--- config.mk ---
export PLATFORM = sky130hd
export DESIGN_NAME = instr_mem_loader
export DESIGN_NICKNAME = d
export VERILOG_FILES = /design/src/rtl/instr_mem_loader_pkg.sv /design/src/rtl/instr_mem_loader_byte_packer.sv /design/src/rtl/instr_mem_loader.sv
export SDC_FILE = /design/constraint.sdc
export NUM_CORES = 1
export LEC_CHECK = 0
export ABC_CLOCK_PERIOD_IN_PS = 4230
export BUFFER_PORTS_ARGS = -buffer_cell sky130_fd_sc_hd__buf_2
export CAP_MARGIN = 15
export CORE_UTILIZATION = 50
export DETAILED_ROUTE_END_ITERATION = 16
export HOLD_SLACK_MARGIN = 0.06
export PLACE_DENSITY_LB_ADDON = 0.05
export SYNTH_ARGS = -nofsm -noshare
export SYNTH_HDL_FRONTEND = slang
export SYNTH_HIERARCHICAL = 1
export SYNTH_SLANG_ARGS = --single-unit
--- constraint.sdc ---
create_clock -name clk -period 4.23 [get_ports clk]
set_input_delay 0.423 -clock clk [delete_from_list [all_inputs] [get_ports clk]]
set_output_delay 0.423 -clock clk [all_outputs]
set_load 0.01 [all_outputs]
--- src/rtl/instr_mem_loader_pkg.sv ---
// Shared types and constants for the instruction memory loader.
// Frame states, sync byte default and word geometry.
package instr_mem_loader_pkg;

  typedef enum logic [2:0] {
    IDLE,
    COUNT,
    DATA,
    CHECK,
    DONE,
    ERROR
  } state_t;

  localparam logic [7:0] SYNC_DEFAULT = 8'hA5;
  localparam int WORD_BYTES = 4;

endpackage

--- src/rtl/instr_mem_loader_byte_packer.sv ---
// Little-endian byte-to-word assembler for the loader.
// word/word_valid are valid in the cycle the last byte arrives.
module byte_packer
  import instr_mem_loader_pkg::*;
(
  input  logic        clk,
  input  logic        rst,
  input  logic        clear,
  input  logic        valid,
  input  logic [7:0]  din,
  output logic        word_valid,
  output logic [31:0] word
);

  logic [1:0]  idx;
  logic [23:0] lo;

  assign word_valid = valid && (idx == 2'(WORD_BYTES - 1));
  assign word = {din, lo};

  always_ff @(posedge clk or posedge rst) begin
    if (rst) begin
      idx <= '0;
      lo  <= '0;
    end else if (clear) begin
      idx <= '0;
      lo  <= '0;
    end else if (valid) begin
      unique case (idx)
        2'd0:    lo[7:0]   <= din;
        2'd1:    lo[15:8]  <= din;
        2'd2:    lo[23:16] <= din;
        default: ;
      endcase
      idx <= idx + 2'd1;
    end
  end

endmodule

--- src/rtl/instr_mem_loader.sv ---
// Host byte-stream loader for the instruction memory.
// Keeps the CPU held until a checksum-verified image is written.
module instr_mem_loader
  import instr_mem_loader_pkg::*;
#(
  parameter int         MEM_WORDS = 8,
  parameter logic [7:0] SYNC_BYTE = SYNC_DEFAULT,
  parameter int         IDX_W     = 8
) (
  input  logic             clk,
  input  logic             rst,
  input  logic [7:0]       in_data,
  input  logic             in_valid,
  output logic             in_ready,
  input  logic             clr,
  output logic             mem_we,
  output logic [31:0]      mem_waddr,
  output logic [31:0]      mem_wdata,
  output logic             cpu_hold,
  output logic             done,
  output logic             error,
  output logic [IDX_W-1:0] words_written
);

  localparam logic [7:0] MAX_N = 8'(MEM_WORDS);

  state_t           state;
  logic [IDX_W-1:0] n_words;
  logic [IDX_W-1:0] ww_next;
  logic [7:0]       csum;
  logic             take;
  logic             pk_clear;
  logic             pk_valid;
  logic             word_valid;
  logic [31:0]      word;

  assign in_ready = (state != DONE) && (state != ERROR);
  assign cpu_hold = (state != DONE);
  assign done     = (state == DONE);
  assign error    = (state == ERROR);

  assign take     = in_valid && in_ready;
  assign pk_clear = take && (state == IDLE);
  assign pk_valid = take && (state == DATA);
  assign ww_next  = words_written + IDX_W'(1);

  byte_packer u_packer (
    .clk        (clk),
    .rst        (rst),
    .clear      (pk_clear),
    .valid      (pk_valid),
    .din        (in_data),
    .word_valid (word_valid),
    .word       (word)
  );

  always_ff @(posedge clk or posedge rst) begin
    if (rst) begin
      state         <= IDLE;
      n_words       <= '0;
      csum          <= '0;
      words_written <= '0;
      mem_we        <= 1'b0;
      mem_waddr     <= '0;
      mem_wdata     <= '0;
    end else begin
      mem_we <= 1'b0;
      unique case (state)
        IDLE: begin
          if (take && in_data == SYNC_BYTE) begin
            state         <= COUNT;
            words_written <= '0;
            csum          <= '0;
          end
        end
        COUNT: begin
          if (take) begin
            n_words <= IDX_W'(in_data);
            if (in_data == 8'd0 || in_data > MAX_N)
              state <= ERROR;
            else
              state <= DATA;
          end
        end
        DATA: begin
          if (take) begin
            csum <= csum ^ in_data;
            if (word_valid) begin
              mem_we        <= 1'b1;
              mem_waddr     <= 32'({words_written, 2'b00});
              mem_wdata     <= word;
              words_written <= ww_next;
              if (ww_next == n_words)
                state <= CHECK;
            end
          end
        end
        CHECK: begin
          if (take)
            state <= (in_data == csum) ? DONE : ERROR;
        end
        DONE, ERROR: begin
          if (clr)
            state <= IDLE;
        end
        default: state <= IDLE;
      endcase
    end
  end

endmodule

# Word-level counts from Yosys, hierarchy flattened
# Cells that the tools add are included.
[classes] n_lt_le_gt_ge=1 n_bitwise=1 n_eq_ne=20 addsub=2 n_mux=26 n_reduce_logical=24
[op_table] op="two-way mux 8 bit" count=7
[op_table] op="two-way mux 24 bit" count=2
[op_table] op="case mux 8 bit (2 select lines)" count=2
[op_table] op="two-way mux 3 bit" count=8
[op_table] op="equality test 8 bit" count=2
[op_table] op="case mux 3 bit (5 select lines)" count=1
[op_table] op="nonzero test 2 bit" count=5
[op_table] op="adder 8 x 1 -> 8 bit (second input constant)" count=1
[op_table] op="equality test 8 bit (second input constant)" count=1
[op_table] op="> comparator 8 x 4 -> 1 bit (second input constant)" count=1
[op_table] op="zero test 8 bit" count=1
[op_table] op="inequality test 2 bit (second input constant)" count=4
[op_table] op="AND reduction 2 bit" count=4
[op_table] op="XOR 8 bit" count=1
[op_table] op="AND reduction 7 bit" count=1
[op_table] op="equality test 3 x 2 -> 1 bit (second input constant)" count=2
[op_table] op="equality test 3 bit (second input constant)" count=2
[op_table] op="logical AND 1 bit" count=6
[op_table] op="inequality test 2 x 1 -> 1 bit (second input constant)" count=3
[op_table] op="inequality test 3 bit (second input constant)" count=2
[op_table] op="AND reduction 3 bit" count=2
[op_table] op="equality test 2 bit (second input constant)" count=2
[op_table] op="two-way mux 1 bit" count=4
[op_table] op="two-way mux 2 bit" count=2
[op_table] op="8 further kinds" count=8
[totals] wordCells=85 regBits=94 in_bits=12 out_inout_bits=77

# Longest topological paths before layout
[logic_depth] ltp_word=8 depth_mapped=12 mapped_depth_nobuf=9

# Hierarchy
# The synthesis kept the hierarchy.
[modules_own_cells] module="instr_mem_loader" seq_area_each_um2=1701.6 area_each_um2=3382.0 cells_per_inst=377 instances=1
[modules_own_cells] module="byte_packer" seq_area_each_um2=650.6 area_each_um2=1322.5 cells_per_inst=113 instances=1

# Least setup slack after synthesis
# OpenSTA, ideal clock, no wires.
[synth_path] path_kind="reg-to-reg" start="reg state[2]" end="reg state[0]" arrival_ps=2121 synth_period_minus_slack_ps=2188 required_time_ps=4163 setup_ps=67 path_slack_ps=2042 stages_incl_launch_ff=13 path_buffers=3 cell_sequence="dfrtp_1 -> buf_2 -> inv_1 -> nand4_1 -> inv_1 -> buf_2 -> buf_6 -> and2_1 -> o21ai_0 -> o211ai_1 -> nor3b_4 -> mux2i_1 -> o41a_1"
[synth_between] elab_chain_cells=7 word_cells_on_any_way=23 cone_classes="14 x eq/ne; 1 x mux; 8 x reduce/logical"
[synth_lines] element="start: declaration" line="instr_mem_loader.sv:27" source="state_t state;"
[synth_lines] element="start signal: assignment" line="instr_mem_loader.sv:100" source="state <= (in_data == csum) ? DONE : ERROR;"
[synth_lines] element="inequality test 3 bit" line="instr_mem_loader.sv:37" source="assign in_ready = (state != DONE) && (state != ERROR);"
[synth_lines] element="logical AND 1 bit" line="instr_mem_loader.sv:37"
[synth_lines] element="logical AND 1 bit" line="instr_mem_loader.sv:42" source="assign take = in_valid && in_ready;"
[synth_lines] element="logical AND 1 bit (*)" line="instr_mem_loader.sv:44" source="assign pk_valid = take && (state == DATA);"
[synth_lines] element="net pk_valid" line="instr_mem_loader.sv:33" source="logic pk_valid;"
[synth_lines] element="logical AND 1 bit (*)" line="instr_mem_loader_byte_packer.sv:18" source="assign word_valid = valid && (idx == 2'(WORD_BYTES - 1));"
[synth_lines] element="net word_valid" line="instr_mem_loader.sv:34" source="logic word_valid;"
[synth_lines] element="inequality test 2 x 1 -> 1 bit (no source line) (*)"
[synth_lines] element="AND reduction 7 bit (no source line) (*)"
# The timed path passes the listed nets; every way through them passes the cells marked *.
# A chain may end at the register's enable or synchronous reset.

# Worst setup path after layout
[layout_path] start="reg state[2]" end="reg words_written[2]"
[layout_between] elab_chain_cells=7 word_cells_on_any_way=15 cone_classes="6 x eq/ne; 1 x mux; 8 x reduce/logical"
[layout_lines] element="inequality test 3 bit" line="instr_mem_loader.sv:37"
[layout_lines] element="logical AND 1 bit" line="instr_mem_loader.sv:37"
[layout_lines] element="logical AND 1 bit" line="instr_mem_loader.sv:42"
[layout_lines] element="logical AND 1 bit (*)" line="instr_mem_loader.sv:44"
[layout_lines] element="logical AND 1 bit (*)" line="instr_mem_loader_byte_packer.sv:18"
[layout_lines] element="net word_valid" line="instr_mem_loader.sv:34"
[layout_lines] element="inequality test 2 x 1 -> 1 bit (no source line) (*)"
[layout_lines] element="AND reduction 4 bit (no source line) (*)"
[layout_lines] element="end signal: assignment" line="instr_mem_loader.sv:92" source="words_written <= ww_next;"
[layout_lines] element="end: declaration" line="instr_mem_loader.sv:22" source="output logic [IDX_W-1:0] words_written"
# Marks and branches as above.

==> flow_metrics.tcl <==
set metrics [dict create \
    outcome "finished clean" \
    holdCritPathClass "in -> async" \
    avgSynthCellArea_um2 9.60 \
    tns_ps 0 \
    cp_data_arrival_time_ps 3050 \
    drcViolationCount 0 \
    cts_made_buffers 9 \
    synth_flop_cell "dfrtp_1" \
    hold_ws_ps 172 \
    io_pins 89 \
    slew_headroom_pct 34.6 \
    grt_max_degree 53 \
    synth_top_area_share_pct 50.0 \
    wl_per_cell_um 14.5 \
    synth_xor_area_share_pct 2.79 \
    rsz0062_at_grt "false" \
    synth_top_family_by_area "simple AND/OR/NAND/NOR gates" \
    final_common_cell "nand2_1" \
    ys_types 55 \
    dpl_cell_area_mm2 0.00492 \
    path_clk_slew_ps 90 \
    crit_fanout 24 \
    antenna_found_initial 0 \
    synth-simple-area-share_pct 23.0 \
    cts_tree "done" \
    portBuffers 64 \
    syn_area_mm2 0.00470 \
    endpoint_kind "flop" \
    drtIter0Drc 125 \
    synthArstFlopShare_pct 100 \
    yosys.area.top_type "dfrtp_1" \
    gr-total-overflow 0 \
    crit_type "reg -> reg" \
    finalHoldViolCount 0 \
    ys_warn_count 6 \
    slew_viol_final 0 \
    fillers 861 \
    totalWireLength_um 9480 \
    ir_drop_mv 0.337 \
    drtPass1Iterations 5 \
    synth-seq-area-share_pct 50.0 \
    cts.htree.levels 3 \
    synth_edf_count 0 \
    clockBufferDepth 2 \
    clock_sinks 94 \
    syn_inst 490 \
    cp.required_ps 4470 \
    clk_latency_ps 360 \
    fp.coreArea_mm2 0.00920 \
    diodes 0 \
    start_kind "flop" \
    grt_first_pass_wirelength_um 16100 \
    gp_congestion 0.807 \
    synth_mux_area_share_pct 7.45 \
    finalCritPeriodShare_pct 66.6 \
    drv_cap 0 \
    netlist_top_cells_area "dfrtp_1, nand2_1, mux2i_1" \
    die_h_um 99 \
    initial_utilization_pct 51.2 \
    cts_resized 0 \
    nets 554 \
    num_vias 3349 \
    final_cell_mix "nand2_1, dfrtp_1, buf_2, nand2b_1, mux2i_1" \
    synth_compound_area_share_pct 6.84 \
    worst_pin_slew_ps 981 \
    die-width_um 99 \
    power.leakage_uw 0.00282 \
    ys_ff_latch 94 \
    cts_hold_buf 0 \
    grt_pass1_vias 3199 \
    die_area_mm2 0.00980 \
    synthAdderAreaFrac_pct 1.33 \
    postCtsSetupBuffers 0 \
    critPathMaxStageDelay_ps 580 \
    root_buffer "clkbuf_8" \
    syn2layout_area_growth_pct 8.48 \
    skew_ps 8.97 \
    routed_via_density 5.13 \
    ant_nets 0 \
    fin_area_mm2 0.00510 \
    crit_path_cell_trace "inv_1 -> nand4_1 -> inv_1 -> and2_1 -> nand2_2 -> inv_2 -> nor2_1 -> o21ai_0 -> o21ai_0" \
    drive_gt1_share_pct 18.6 \
    hpwl_um 6470 \
    fmax_mhz 355 \
    num_rows 35 \
    total_power_uw 2730 \
    fin_crit_ps 2820 \
    setup_violations 0 \
    critPathSlowestCell "inv_1" \
    grt_usage_pct 21.2 \
    power_density_mw_per_mm2 535 \
]
synth_stat cells (2+ instances only):
| master | number |
|---|---|
| xor2_1 | 9 |
| o21ai_1 | 5 |
| a22o_1 | 2 |
| a21o_1 | 5 |
| buf_2 | 9 |
| ha_1 | 5 |
| and3_1 | 3 |
| buf_6 | 3 |
| inv_1 | 11 |
| mux2_2 | 8 |
| clkbuf_1 | 10 |
| nand2b_1 | 34 |
| xnor2_1 | 6 |
| nor2b_1 | 4 |
| o31a_1 | 2 |
| nand2_1 | 133 |
| nand4_1 | 2 |
| buf_4 | 32 |
| mux2i_1 | 26 |
| o211ai_1 | 2 |
| o21ai_0 | 16 |
| or3_1 | 2 |
| dfrtp_1 | 94 |
| nor2_1 | 17 |
| and2_4 | 2 |
| and2_1 | 6 |
| o31ai_1 | 3 |
| nor4_1 | 5 |
| nand3_1 | 7 |
| nor3_1 | 2 |
path summary, 6_finish.rpt:
check	startpoint	end	slack [ps]	cells after the start
min reg2reg	mem_wdata[12]	mem_wdata[12]	480	2
max in group asynchronous	rst	mem_wdata[21]	3110	3
max	state[2]	words_written[2]	1410	9
max reg2reg	state[2]	words_written[2]	1410	9
min in group clk	in_data[5]	mem_wdata[29]	380	3
min	rst	mem_wdata[15]	170	2
flip-flops by register name, indices dropped and copies added (netlist names):
name	flops
n_words	8
mem_we	1
u_packer/lo	24
u_packer/idx	2
state	3
mem_wdata	32
csum	8
words_written	8
mem_waddr	8
worst max-delay path, delay by kind of cell, from the launching register on:
family	cells	cell delay [ps]
flops	1	480
buf+inv	3	1070
simple gates	4	830
compound gates	2	330
power by group:
part,switching (µW),internal (µW)
registers,183,1140
clock network,309,248
logic,442,404
total,934,1790
per-stage QoR:
stage	util (%)	setup WS, ps	std cells
global route	55.5	1110	653
finish	55.5	1410	653
CTS	55.5	1420	653
global placement	53.5	1590	637
floorplan	-	2040	513
detailed placement	53.5	1450	637
cell type report:
| cell class | count | area [µm²] | area share [%] |
|---|---|---|---|
| sequential | 94 | 2350 | 46.1 |
| multi-input combinational | 353 | 2040 | 40.0 |
| timing repair buffer | 67 | 343 | 6.72 |
| clock buffer | 12 | 155 | 3.04 |
| tap | 111 | 139 | 2.72 |
| inverter | 12 | 45.0 | 0.883 |
| clock inverter | 4 | 30.0 | 0.588 |
metal layers:
| layer | wire length, µm | track usage [%] |
|---|---|---|
| met1 | 4640 | 29.8 |
| met5 | 0 | 0 |
| met2 | 4390 | 33.5 |
| met3 | 336 | 3.90 |
| met4 | 112 | 6.54 |
cell families after synthesis:
| group | count (synthesis) |
|---|---|
| compound gates | 48 |
| xor+xnor | 15 |
| fa+ha+maj | 5 |
| buf+inv | 66 |
| flops | 94 |
| mux | 34 |
| other cells | 1 |
| simple gates | 227 |
Note: power is estimated with default switching activity, not from simulation.
